## src/rtl/sync_fifo_flags.sv

```systemverilog
// Single-clock FIFO, any DEPTH >= 2, with level flags and optional FWFT read.
// Define SYNC_FIFO_ERR_EN to add sticky overflow/underflow flags and err_clr.
module sync_fifo_flags #(
    parameter int DEPTH      = 16,
    parameter int DATA_WIDTH = 8,
    parameter int AF_LEVEL   = 12,
    parameter int AE_LEVEL   = 2,
    parameter int FWFT       = 0
) (
    input  logic                         clk,
    input  logic                         rst,
    input  logic                         w_en,
    input  logic [DATA_WIDTH-1:0]        data_in,
    input  logic                         r_en,
    output logic [DATA_WIDTH-1:0]        data_out,
    output logic                         full,
    output logic                         empty,
    output logic                         almost_full,
    output logic                         almost_empty,
`ifdef SYNC_FIFO_ERR_EN
    input  logic                         err_clr,
    output logic                         overflow,
    output logic                         underflow,
`endif
    output logic [$clog2(DEPTH+1)-1:0]   count
);

    localparam int CW = $clog2(DEPTH + 1);
    localparam int PW = (DEPTH > 1) ? $clog2(DEPTH) : 1;
    localparam logic [PW-1:0] LAST = PW'(DEPTH - 1);
    localparam logic [CW-1:0] FULL_CNT = CW'(DEPTH);
    localparam logic [CW-1:0] AF_CNT = CW'(AF_LEVEL);
    localparam logic [CW-1:0] AE_CNT = CW'(AE_LEVEL);

    logic [DATA_WIDTH-1:0] mem [DEPTH];
    logic [PW-1:0]         wr_ptr;
    logic [PW-1:0]         rd_ptr;
    logic [PW-1:0]         wr_ptr_nxt;
    logic [PW-1:0]         rd_ptr_nxt;
    logic [CW-1:0]         count_nxt;
    logic                  wr_ok;
    logic                  rd_ok;

    // A write into a full FIFO is legal when a pop frees a slot same cycle.
    always_comb begin
        rd_ok      = r_en && !empty;
        wr_ok      = w_en && (!full || rd_ok);
        wr_ptr_nxt = wr_ptr;
        rd_ptr_nxt = rd_ptr;
        count_nxt  = count;
        if (wr_ok) wr_ptr_nxt = (wr_ptr == LAST) ? '0 : wr_ptr + 1'b1;
        if (rd_ok) rd_ptr_nxt = (rd_ptr == LAST) ? '0 : rd_ptr + 1'b1;
        case ({wr_ok, rd_ok})
            2'b10:   count_nxt = count + 1'b1;
            2'b01:   count_nxt = count - 1'b1;
            default: count_nxt = count;
        endcase
    end

    always_ff @(posedge clk) begin
        if (!rst) begin
            wr_ptr       <= '0;
            rd_ptr       <= '0;
            count        <= '0;
            empty        <= 1'b1;
            full         <= 1'b0;
            almost_empty <= 1'b1;
            almost_full  <= 1'b0;
        end else begin
            wr_ptr       <= wr_ptr_nxt;
            rd_ptr       <= rd_ptr_nxt;
            count        <= count_nxt;
            empty        <= (count_nxt == '0);
            full         <= (count_nxt == FULL_CNT);
            almost_empty <= (count_nxt <= AE_CNT);
            almost_full  <= (count_nxt >= AF_CNT);
        end
    end

    always_ff @(posedge clk) begin
        if (rst && wr_ok) mem[wr_ptr] <= data_in;
    end

    generate
        if (FWFT != 0) begin : g_fwft
            // Head word is shown directly; zero while nothing is stored.
            assign data_out = empty ? '0 : mem[rd_ptr];
        end else begin : g_std
            logic [DATA_WIDTH-1:0] dout_q;
            always_ff @(posedge clk) begin
                if (!rst)       dout_q <= '0;
                else if (rd_ok) dout_q <= mem[rd_ptr];
            end
            assign data_out = dout_q;
        end
    endgenerate

`ifdef SYNC_FIFO_ERR_EN
    logic ovf_set;
    logic udf_set;

    assign ovf_set = w_en && !wr_ok;
    assign udf_set = r_en && empty;

    // A new error in the clearing cycle must not be lost.
    always_ff @(posedge clk) begin
        if (!rst) begin
            overflow  <= 1'b0;
            underflow <= 1'b0;
        end else begin
            if (ovf_set)      overflow <= 1'b1;
            else if (err_clr) overflow <= 1'b0;
            if (udf_set)      underflow <= 1'b1;
            else if (err_clr) underflow <= 1'b0;
        end
    end
`endif

endmodule

```

## config.mk

```make
export PLATFORM = sky130hd
export DESIGN_NAME = sync_fifo_flags
export DESIGN_NICKNAME = d
export VERILOG_FILES = /design/src/rtl/sync_fifo_flags.sv
export SDC_FILE = /design/constraint.sdc
export NUM_CORES = 1
export LEC_CHECK = 0
export ABC_AREA = 1
export ABC_CLOCK_PERIOD_IN_PS = 5000
export BUFFER_PORTS_ARGS = -buffer_cell sky130_fd_sc_hd__buf_2
export CAP_MARGIN = 20
export CORE_AREA = 4 4 167 169
export CTS_CLUSTER_DIAMETER = 120
export DETAILED_ROUTE_END_ITERATION = 8
export DIE_AREA = 0 0 171 173
export SLEW_MARGIN = 20
export SYNTH_ARGS = -nofsm -noshare
export SYNTH_HDL_FRONTEND = slang
export SYNTH_SLANG_ARGS = --single-unit
```

## constraint.sdc

```tcl
create_clock -name clk -period 5 [get_ports clk]
set_input_delay 0.75 -clock clk [delete_from_list [all_inputs] [get_ports clk]]
set_output_delay 0.75 -clock clk [all_outputs]
set_load 0.1 [all_outputs]
```

=== After elaboration in Yosys (flattened, before gate mapping) ===
Memory sizes are Yosys's and may differ from the RTL's. A register that Yosys moved wholly into a read port is not among the register bits.
Cells that the tools add are included.
Widths: inputs -> output; s select.

* Reduce and logical (&&, ||, !) cells: 8
* Add/sub/neg operators: 4
* Order comparisons: 2
* Equality and inequality tests: 5
* Multiplexer cells: 5

{| class="wikitable"
|+ Operator list
! kind !! number
|-
| $pmux 5 s2 || 1
|-
| $add 4x1->4 const B || 2
|-
| $eq 4x4->1 const B || 2
|-
| $mux 4 || 2
|-
| $add 5x1->5 const B || 1
|-
| $eq 5x5->1 const B || 1
|-
| $ge 5x4->1 const B || 1
|-
| $le 5x2->1 const B || 1
|-
| $logic_not 5->1 || 1
|-
| $sub 5x1->5 const B || 1
|-
| $logic_and 1x1->1 || 3
|-
| $logic_not 1->1 || 3
|-
| $eq 2x1->1 const B || 1
|-
| $eq 2x2->1 const B || 1
|-
| $mux 1 || 2
|-
| $logic_or 1x1->1 || 1
|}

* Memory bits (writable): 128
* Logic and storage cells: 32
* Memories kept: 1
* Flip-flop bits (word level): 17
* Bits of input ports: 12

{| class="wikitable"
|+ Memories
! name !! depth !! width !! read ports !! clocked after Yosys merged registers in !! write ports !! RTL line !! source
|-
| mem || 16 || 8 || 1 || 1 || 1 || 35 || <nowiki>logic [DATA_WIDTH-1:0] mem [DEPTH];</nowiki>
|}

=== Depth between registers and ports, before layout ===
Gate-level depths: netlist of run 1.

* Depth after elaboration: 7
* Depth in mapped cells: 21

=== Worst setup path before layout of run 1 ===
OpenSTA, ideal clock, no wires.

* Path type: register to register
* From: reg empty
* To: reg almost_full
* Stages on the path, launching flop included: 19
* Setup slack: 2.088 ns
* Required time: 4.886 ns
* Library setup time: 0.114 ns
* Buffers on the path: 3
* Arrival: 2.798 ns
* Cell sequence: dfxtp_1 -> nor2_1 -> buf_2 -> buf_2 -> ha_1 -> buf_6 -> nor2_1 -> nor2_2 -> ha_1 -> a21oi_1 -> inv_1 -> nand3_1 -> nand2_1 -> nand2_1 -> nand2_1 -> nand2_1 -> nand2_2 -> nand2_2 -> nand2_1

* Longest elaborated chain between the ends: 7

{| class="wikitable"
|+ RTL lines
! what !! RTL line !! source
|-
| start: declaration || 17 || <nowiki>output logic empty,</nowiki>
|-
| start signal: assignment || 73 || <nowiki>empty <= (count_nxt == '0);</nowiki>
|-
| $logic_not 1->1 (*) || 46 || <nowiki>rd_ok = r_en && !empty;</nowiki>
|-
| $logic_and 1x1->1 (*) || 46 ||
|-
| via rd_ok || 42 || <nowiki>logic rd_ok;</nowiki>
|-
| $logic_or 1x1->1 || 47 || <nowiki>wr_ok = w_en && (!full || rd_ok);</nowiki>
|-
| $logic_and 1x1->1 || 47 ||
|-
| $eq 2x1->1 or $eq 2x2->1 (tied branches) || 53 || <nowiki>case ({wr_ok, rd_ok})</nowiki>
|-
| $pmux 5 s2 (*) || 53 ||
|-
| $ge 5x4->1 (*) || 76 || <nowiki>almost_full <= (count_nxt >= AF_CNT);</nowiki>
|-
| end signal: assignment || 76 ||
|-
| end: declaration || 18 || <nowiki>output logic almost_full,</nowiki>
|}

The timed path passes the listed nets; every way through them passes the cells marked *.
A chain may end at the register's enable or synchronous reset.

=== Worst setup path in the final report of run 1 ===
* From: in r_en
* To: reg almost_full

* Longest elaborated chain between the ends: 6

{| class="wikitable"
|+ RTL lines
! what !! RTL line !! source
|-
| start: declaration || 14 || <nowiki>input logic r_en,</nowiki>
|-
| $logic_and 1x1->1 (*) || 46 ||
|-
| $logic_or 1x1->1 || 47 ||
|-
| $logic_and 1x1->1 || 47 ||
|-
| $eq 2x1->1 or $eq 2x2->1 (tied branches) || 53 ||
|-
| $pmux 5 s2 (*) || 53 ||
|-
| $ge 5x4->1 (*) || 76 ||
|}

Every way passes the cells marked *; elsewhere a longest branch is shown, timed or not.

==> results.tsv, run 1 <==
stage	metric	value	unit
final_layout	antenna_cells	0	
sta	hold_slack	0.529	ns
final_layout	fin_util	0.276	
final_layout	final_cell_mix	edfxtp_1 (128), nor2_1 (83), nand2_1 (59)	
critical_path	timing.critical_path.cells	buf_2, inv_1, nor2_1, buf_4, inv_2, nand2_1, nand2_2, ha_1, nor2_1, nor2_2, ha_1, a21oi_1, inv_1, nand3_1, nand2_1, nand2_1, nand2_1, nand2_1, nand2_2, nand2_2, nand2_1	
yosys	syn_area	6270	um2
sta	relSlewSlack	0.376	
critical_path	timing.critical_path.to_type	flop	
power	cellLeakagePower	2.55	nW
yosys	yosys_warnings	0	
yosys	syn_inst	534	
sta	maxClockFrequency	0.380	GHz
route	detail_route.first_pass.iterations	4	
yosys	syn_avg_cell_area	11.7	um2
yosys	synth-main-ff-cell	edfxtp_1	
critical_path	rr_worst_depth	19	
critical_path	crit_path_frequent_cell	nand2_1	
clocking	clock-root-buffer	clkbuf_16	
route	wl	14.6	mm
yosys	netlist.top_cell.by_area	edfxtp_1	
critical_path	critical_path_depth	21	
yosys	postSynth.asyncResetShare	0	
floorplanning	core_region_area	26600	um2
clocking	path_clk_slew	0.06	ns
placement	number_of_buffers_inserted_by_port_buffering	28	
clocking	htree_num_levels	4	
critical_path	crit_buf_inv	5	
floorplanning	die-area	29600	um2
final_layout	drive_gt1_frac	0.143	
route	ant_nets	0	
global_routing	grtUsageTotal	0.101	
route	m1WireLength	6.19	mm
yosys	synth_seq_area_share	0.693	
global_routing	first_global_vias	3908	
global_routing	grt_pass1_wl	22.9	mm
route	average_wire_per_standard_cell	16.0	um
final_layout	finalNetCount	582	
global_routing	grt_max_degree	74	
floorplanning	die_h	173	um
route	via_per_inst	4.47	
floorplanning	start_util	0.236	
route	initialDrtViolationCount	324	
critical_path	crit_path_top_delay_cell	ha_1	
yosys	synth-seq-cells	153	
run	max_cap_violations	0	
worst_hold_path	timing.hold.worst.class	flop to flop	
route	metal2_wl	7.58	mm
critical_path	cp-start-kind	primary input	
critical_path	cp.required	5.32	ns
sta	fin_skew	0.0116	ns
yosys	synth_cell_type_count	31	
global_routing	antenna_found_initial	0	
final_layout	layout-area-overhead-vs-synth	17.0	%
status	status	finished clean	
global_routing	globalRoute.totalOverflow	0	
placement	place_hpwl	9.11	mm
clocking	cts-root-to-sink-buffers	2	
critical_path	critical-path-max-stage-delay	0.33	ns
critical_path	critPathMaxFanout	21	
critical_path	cp.arrival	2.95	ns
clocking	cts.repair.resized	0	
floorplanning	ioPinCount	29	
clocking	ctsHoldBuffers	0	
sta	final-setup-viol-count	0	
yosys	synth_edf_count	128	
route	post-route-drc-count	0	
placement	finalWeightedCongestion	0.818	
clocking	tritoncts	yes	
final_layout	most_common_cell_after_layout_fill_and_taps_aside	edfxtp_1	
route	via_count	4092	
yosys	synth_top_cells_by_area	edfxtp_1 (61%), dfxtp_1 (8.0%), nor2_1 (5.0%)	
clocking	tritoncts_buffers	17	
route	met3RoutedLength	574	um
clocking	clk_latency	0.43	ns
sta	layout_worst_path_cycle_share	0.527	
power	ir_worst_vdd	277	uV
power	powerDensity	451	nW/um2
sta	timing.setup.tns	0	ns
clocking	cts_post_setup_buffers_inserted	0	
final_layout	stdcell_area	7340	um2
clocking	clock_sink_count	153	
sta	finalMaxSlewViolations	0	
worst_hold_path	timing.hold.worst_path_depth	2	
sta	hold_viol	0	
yosys	synth.top_cell.area_share	0.613	
critical_path	critical-path-top-delay-family	simple AND/OR/NAND/NOR gates	
yosys	synth.net_count	554	
floorplanning	floorplan.die.width	171	um
placement	placement.cell_area	6720	um2
sta	grt_setup_unrepaired	no	
floorplanning	placement_rows	60	
sta	min_period	2.63	ns
sta	timing_worst_slew_pin_value	0.933	ns
route	topRoutingLayerUsed	met4	
critical_path	critPathKind	primary input to flop	
-- sequential cells by signal, indices dropped and copies added, names as in the netlist --
register	flops
empty	1
mem	128
full	1
data_out	8
wr_ptr	4
almost_full	1
almost_empty	1
rd_ptr	4
count	5
-- cell families (layout without fill, tap and decap cells) --
group	after synthesis	in the layout	synth area share
flip-flops	153	153	0.693
adder cells (fa/ha/maj)	8	8	0.0160
AND/OR/NAND/NOR	169	169	0.110
XOR/XNOR	5	5	0.00818
AO/OA/AOI/OAI	141	141	0.126
buffers and inverters	58	98	0.0477
-- synthesized netlist by cell type (5+ instances only) --
cell type	instances
edfxtp_1	128
nor2_1	83
nand2_1	59
o21ai_0	53
o21ai_1	27
dfxtp_1	25
inv_1	25
a21oi_1	23
o22ai_1	19
buf_2	13
nand3_1	10
o221ai_1	10
ha_1	8
buf_6	7
inv_2	6
o211ai_1	6
nor3_1	5
-- layer usage --
metal,GRT usage,up-vias
met2,0.172,103
li1,-,1967
met5,0,-
met4,0.0363,0
met1,0.126,2004
met3,0.0240,18
-- worst paths after layout --
| check | endpoint | from | slack, ns |
|---|---|---|---|
| min reg2reg | wr_ptr[0]$_SDFFE_PN0P_ | wr_ptr[0]$_SDFFE_PN0P_ | 0.53 |
| min | wr_ptr[0]$_SDFFE_PN0P_ | wr_ptr[0]$_SDFFE_PN0P_ | 0.53 |
| max reg2reg | almost_full$_SDFF_PN0_ | empty$_SDFF_PN1_ | 2.47 |
| max | almost_full$_SDFF_PN0_ | r_en | 2.37 |
-- power by group --
part           leakage, nW  total (W)  switching (W)  internal, W
Combinational        0.898   0.000499       0.000387     0.000112
Clock                0.297    0.00136       0.000522     0.000840
Sequential            1.36    0.00145      0.0000342      0.00141
-- final cells by class --
class | instances | area (um2)
well taps | 341 | 427
clock buffers | 18 | 429
multi-input cells | 323 | 1630
fillers | 2775 | 19200
clock inverters | 13 | 193
flip-flops and latches | 153 | 4350
inverters | 32 | 121
repair buffers | 35 | 193
-- through the flow --
stage	setup WS, ns	total power, W	cells
3_3_place_gp	1.92	0.00198	884
6_report	2.37	0.00331	915
2_1_floorplan	2.09	0.00187	534
3_5_place_dp	1.89	0.00198	884
4_1_cts	2.33	0.00333	915
5_1_grt	2.09	0.00344	915
-- tightest hold or removal path, cell delays in order, from the launching register on --
cell     delay (ns)
dfxtp_1        0.35
nand2_1        0.08
a21oi_1        0.05
Note: power is estimated with default switching activity, not from simulation.
==> run 2: changes to the inputs <==
--- a/config.mk
+++ b/config.mk
@@ -5,8 +5,8 @@
 export SDC_FILE = /design/constraint.sdc
 export NUM_CORES = 1
 export LEC_CHECK = 0
-export ABC_AREA = 1
-export ABC_CLOCK_PERIOD_IN_PS = 5000
+export ABC_AREA = 0
+export ABC_CLOCK_PERIOD_IN_PS = 2400
 export BUFFER_PORTS_ARGS = -buffer_cell sky130_fd_sc_hd__buf_2
 export CAP_MARGIN = 20
 export CORE_AREA = 4 4 167 169
==> constraint.sdc (replaced) <==
create_clock -name clk -period 2.4 [get_ports clk]
set_input_delay 0.36 -clock clk [delete_from_list [all_inputs] [get_ports clk]]
set_output_delay 0.36 -clock clk [all_outputs]
set_load 0.1 [all_outputs]
==> results.tsv, run 2 <==
stage	metric	value	unit
clocking	ctsHoldBuffers	0	
power	internal_power	0.00481	W
final_layout	num-fill-cells	2668	
global_routing	first_global_vias	3556	
critical_path	cp.arrival	2.57	ns
yosys	synth_top_cells_by_area	edfxtp_1 (61%), mux4_2 (8.3%), dfxtp_1 (8.0%)	
sta	relSlewSlack	0.551	
critical_path	crit-reg2reg-launch	empty$_SDFF_PN1_	
yosys	netlist.top_cell.by_area	edfxtp_1	
route	m1WireLength	5.60	mm
sta	final-setup-viol-count	0	
final_layout	layout-area-overhead-vs-synth	21.3	%
placement	number_of_buffers_inserted_by_port_buffering	28	
clocking	clock_sink_count	153	
sta	fin_skew	0.00883	ns
yosys	yosys_warnings	0	
critical_path	critPathKind	flop to flop	
power	powerDensity	902	nW/um2
critical_path	critical-path-max-stage-delay	0.34	ns
clocking	clock-root-buffer	clkbuf_16	
global_routing	globalRoute.totalOverflow	0	
route	via_per_inst	4.49	
yosys	synth-main-ff-cell	edfxtp_1	
final_layout	largest_register_ff_count	128	
final_layout	drive_gt1_frac	0.309	
clocking	tritoncts	yes	
final_layout	stdcell_area	7590	um2
sta	min_period	2.27	ns
yosys	post_synth_most_frequent_cells	edfxtp_1 (128), dfxtp_1 (25), mux4_2 (23), nor2_1 (20)	
power	report.power.total	0.00685	W
floorplanning	placement_rows	60	
route	initialDrtViolationCount	372	
sta	timing_worst_slew_pin_value	0.672	ns
critical_path	crit_path_top_delay_cell	dfxtp_4	
worst_hold_path	worstHoldStart	rst	
floorplanning	ioPinCount	29	
clocking	clk_latency	0.41	ns
final_layout	final_cell_mix	edfxtp_1 (128), buf_2 (28), buf_4 (27)	
critical_path	timing.critical_path.cells	nand2b_4, a21boi_4, inv_2, ha_4, xor2_2, ha_2, buf_4, a21oi_4, nand3b_1, and4_1, nor2_1, and3_1	
floorplanning	floorplan.die.width	171	um
critical_path	cp-start-kind	flop	
final_layout	register_with_the_highest_flop_count	mem	
yosys	synth_cell_type_count	49	
sta	grt_setup_unrepaired	no	
yosys	syn_avg_cell_area	17.1	um2
yosys	syn_inst	366	
sta	maxClockFrequency	0.441	GHz
clocking	cts-root-to-sink-buffers	2	
global_routing	antenna_found_initial	0	
route	post-route-drc-count	0	
sta	timing.setup.tns	0	ns
sta	finalMaxSlewViolations	0	
route	met3RoutedLength	379	um
clocking	path_clk_slew	0.06	ns
final_layout	antenna_cells	0	
yosys	synth.net_count	386	
route	detail_route.first_pass.iterations	4	
route	topRoutingLayerUsed	met4	
floorplanning	die_h	173	um
power	cellLeakagePower	2.53	nW
clocking	tritoncts_buffers	17	
global_routing	grtUsageTotal	0.0891	
yosys	syn_area	6260	um2
yosys	synth-seq-cells	153	
power	ir_worst_vdd	467	uV
final_layout	seqCellArea	4350	um2
worst_hold_path	timing.hold.worst.class	primary input to flop	
floorplanning	core_region_area	26600	um2
route	via_count	3466	
run	max_cap_violations	0	
status	status	finished clean	
power	switching_share	0.298	
power	power_frac_seq	0.443	
sta	layout_worst_path_cycle_share	0.944	
yosys	synth_seq_area_share	0.694	
clocking	htree_num_levels	4	
final_layout	final-instance-count-excl-fill	772	
global_routing	grt_pass1_wl	20.3	mm
route	wl	12.9	mm
critical_path	critPathMaxFanout	4	
sta	hold_slack	0.304	ns
power	power.share.combinational	0.198	
critical_path	cp.required	2.70	ns
final_layout	most_common_cell_after_layout_fill_and_taps_aside	edfxtp_1	
floorplanning	die-area	29600	um2
floorplanning	start_util	0.235	
global_routing	grt_max_degree	37	
critical_path	timing.critical_path.to_type	flop	
yosys	most_numerous_cell_in_the_yosys_netlist	edfxtp_1	
route	metal2_wl	6.71	mm
power	netSwitchingPower	0.00204	W
placement	place_hpwl	8.46	mm
yosys	synth.top_cell.area_share	0.614	
route	ant_nets	0	
placement	finalWeightedCongestion	0.735	
route	average_wire_per_standard_cell	16.7	um
yosys	synth_edf_count	128	
power	share_clk_of_total_power	0.359	
final_layout	multi_input_area	1840	um2
critical_path	crit_start	empty$_SDFF_PN1_	
yosys	postSynth.asyncResetShare	0	
final_layout	finalNetCount	438	
sta	hold_viol	0	
placement	number_of_placed_instances_with_taps_included	738	
placement	placement.cell_area	6970	um2
run 2: logic make-up (layout without fill, tap and decap cells):
logic type,Yosys count,after routing,synth area share
buffers and inverters,31,96,0.0260
multiplexers,34,34,0.124
flip-flops,153,153,0.694
AO/OA/AOI/OAI,64,64,0.0728
XOR/XNOR,8,8,0.0112
adder cells (fa/ha/maj),8,8,0.0160
AND/OR/NAND/NOR,68,68,0.0562
run 2: critical path, delay by kind of cell, from the launching register on:
| family | cells | cell delay [ns] |
|---|---|---|
| simple gates | 5 | 0.77 |
| xor+xnor | 1 | 0.13 |
| fa+ha+maj | 2 | 0.37 |
| compound gates | 2 | 0.33 |
| flops | 1 | 0.34 |
| buf+inv | 2 | 0.23 |
run 2: power groups by stage:
stage          registers [W]  logic [W]  clock network [W]
2_1_floorplan        0.00344   0.000686                  0
4_1_cts              0.00303    0.00132            0.00251
6_report             0.00304    0.00135            0.00246
5_1_grt              0.00304    0.00143            0.00264
3_5_place_dp         0.00309    0.00131                  0
3_3_place_gp         0.00308    0.00129                  0
run 2: timing repair:
item,in CTS,in global routing
hold endpoints to repair,0,0
resized for setup,0,8
buffers inserted,0,2
endpoints found under the setup margin,0,5
run 2: worst paths after layout:
check	end	slack [ns]	cells past startpoint
worst max register to register	full$_SDFF_PN0_	0.13	12
worst min-delay path	wr_ptr[0]$_SDFFE_PN0P_	0.30	2
worst min register to register	data_out[3]$_SDFFE_PN0P_	0.48	1
worst max-delay path	full$_SDFF_PN0_	0.13	12
run 2: per-stage QoR:
step	util	worst slack [ns]
after floorplan	-	-0.228
after global placement	0.262	0.116
after detailed placement	0.262	0.0417
after CTS	0.283	0.0950
after global routing	0.286	0.00708
final	0.286	0.134
run 2: cell type report:
cell class	instances	area share
multi-input combinational	182	0.242
clock buffer	19	0.0583
sequential	153	0.573
timing repair buffer	58	0.0531
inverter	6	0.00297
clock inverter	13	0.0147
tap	341	0.0562
run 2: per-layer routing:
layer | vias up | GRT usage
met5 | - | 0
met4 | 0 | 0.0281
met3 | 19 | 0.0210
met2 | 55 | 0.153
met1 | 1827 | 0.111
li1 | 1565 | -
==> run 3: changes to the inputs <==
==> constraint.sdc (replaced) <==
create_clock -name clk -period 2.4 [get_ports clk]
set_input_delay 0.24 -clock clk [delete_from_list [all_inputs] [get_ports clk]]
set_output_delay 0.24 -clock clk [all_outputs]
set_load 0.1 [all_outputs]
==> results.tsv, run 3 (synthesized netlist as in run 2, its figures left out) <==
stage	metric	value	unit
final_layout	layout-area-overhead-vs-synth	20.9	%
placement	dp_slack	0.115	ns
power	share_clk_of_total_power	0.373	
global_routing	grt_pass1_wl	20.0	mm
final_layout	final-instance-count-excl-fill	772	
critical_path	crit-reg2reg-launch	empty$_SDFF_PN1_	
power	powerDensity	916	nW/um2
status	status	finished clean	
power	ir_worst_vdd	619	uV
worst_hold_path	timing.hold.worst.class	primary input to flop	
final_layout	seqCellArea	4350	um2
placement	finalWeightedCongestion	0.810	
floorplanning	placement_rows	60	
clocking	path_clk_slew	0.07	ns
floorplanning	ioPinCount	29	
placement	place_hpwl	8.49	mm
floorplanning	floorplan.die.width	171	um
sta	finalMaxSlewViolations	0	
final_layout	register_with_the_highest_flop_count	mem	
power	power_frac_seq	0.437	
sta	timing_worst_slew_pin_value	0.676	ns
critical_path	cp.arrival	2.58	ns
critical_path	critPathMaxFanout	5	
global_routing	globalRoute.totalOverflow	0	
critical_path	critPathKind	flop to flop	
critical_path	crit_start	empty$_SDFF_PN1_	
run	max_cap_violations	0	
sta	maxClockFrequency	0.441	GHz
clocking	clk_latency	0.42	ns
critical_path	cp.required	2.72	ns
sta	layout_setup_ws	0.131	ns
sta	grt_setup_unrepaired	yes	
placement	number_of_placed_instances_with_taps_included	737	
worst_hold_path	worstHoldStart	rst	
clocking	htree_num_levels	4	
global_routing	first_global_vias	3521	
final_layout	final_cell_mix	edfxtp_1 (128), buf_2 (28), buf_4 (28)	
floorplanning	die_h	173	um
final_layout	multi_input_area	1800	um2
clocking	ctsHoldBuffers	0	
route	detail_route.first_pass.iterations	4	
route	initialDrtViolationCount	292	
power	power.share.combinational	0.190	
route	via_per_inst	4.40	
clocking	tritoncts	yes	
global_routing	grtUsageTotal	0.0891	
route	via_count	3395	
power	internal_power	0.00487	W
clocking	cts-root-to-sink-buffers	2	
route	wl	12.8	mm
route	post-route-drc-count	0	
final_layout	largest_register_ff_count	128	
floorplanning	die-area	29600	um2
global_routing	grt_max_degree	38	
sta	fin_skew	0.0171	ns
final_layout	antenna_cells	0	
power	cellLeakagePower	2.53	nW
clocking	clock-root-buffer	clkbuf_16	
sta	relSlewSlack	0.548	
critical_path	cp-start-kind	flop	
floorplanning	start_util	0.235	
sta	final-setup-viol-count	0	
route	ant_nets	0	
final_layout	num-fill-cells	2628	
sta	min_period	2.27	ns
final_layout	most_common_cell_after_layout_fill_and_taps_aside	edfxtp_1	
power	netSwitchingPower	0.00206	W
sta	layout_worst_path_cycle_share	0.945	
critical_path	rr_worst_depth	12	
route	average_wire_per_standard_cell	16.6	um
clocking	tritoncts_buffers	17	
final_layout	finalNetCount	438	
sta	hold_viol	0	
worst_hold_path	timing.hold.worst_path_depth	2	
clocking	clock_sink_count	153	
global_routing	antenna_found_initial	0	
final_layout	drive_gt1_frac	0.295	
placement	number_of_buffers_inserted_by_port_buffering	28	
critical_path	timing.critical_path.to_type	flop	
floorplanning	core_region_area	26600	um2
power	switching_share	0.298	
==> run 3: cell count changes in the layout (fill, tap and decap cells not counted), sizes merged <==
cell      previous run  this run
bufinv               0         1
clkbuf              19        17
clkinv               5         4
clkinvlp             3         1
inv                 11        15
==> run 3: critical path: stages (launching register included) <==
cell and delay, ns:
dfxtp_4 0.34, nand2b_4 0.15, a21boi_4 0.16, inv_2 0.07, ha_4 0.16, xor2_1 0.16
ha_2 0.21, buf_4 0.15, a21oi_4 0.13, xnor2_1 0.13, nand2_1 0.08, xnor2_1 0.16
a22o_1 0.25
==> run 3: final cells by class <==
type	instances	area share
well taps	341	0.0564
inverters	6	0.00298
flip-flops and latches	153	0.575
repair buffers	58	0.0516
multi-input cells	182	0.238
clock buffers	17	0.0562
clock inverters	15	0.0205
==> run 3: through the flow <==
stage	instance area [um2]	util	setup TNS [ns]	power (W)	hold slack, ns
3_5_place_dp	6950	0.261	0	0.00439	0.481
4_1_cts	7530	0.283	0	0.00698	0.104
6_report	7570	0.285	0	0.00693	0.130
3_3_place_gp	6950	0.261	0	0.00435	0.462
5_1_grt	7570	0.285	-0.0403	0.00721	0.110
2_1_floorplan	6300	-	-1.13	0.00413	0.339
==> run 3: path summary, 6_finish.rpt <==
path	to	slack [ns]
worst max-delay path	almost_full$_SDFF_PN0_	0.13
worst min-delay path	almost_empty$_SDFF_PN1_	0.13
worst min register to register	data_out[2]$_SDFFE_PN0P_	0.50
worst max register to register	almost_full$_SDFF_PN0_	0.13
==> run 3: repair_timing <==
action                     in CTS  in global routing
resized for setup               0                  2
setup endpoints to repair       0                  5
setup buffers                   0                  3
==> run 3: layer usage <==
layer	routed length [um]	global-route usage	vias to the layer above
li1	-	-	1572
met1	5400	0.108	1743
met5	0	0	-
met2	6780	0.150	69
met4	138	0.0353	0
met3	521	0.0242	11
==> run 3: power by group through the flow <==
stage	Combinational, W	Sequential, W	Clock (W)
3_5_place_dp	0.00131	0.00309	0
4_1_cts	0.00131	0.00303	0.00264
2_1_floorplan	0.000686	0.00344	0
6_report	0.00132	0.00303	0.00258
3_3_place_gp	0.00127	0.00308	0
5_1_grt	0.00141	0.00304	0.00276
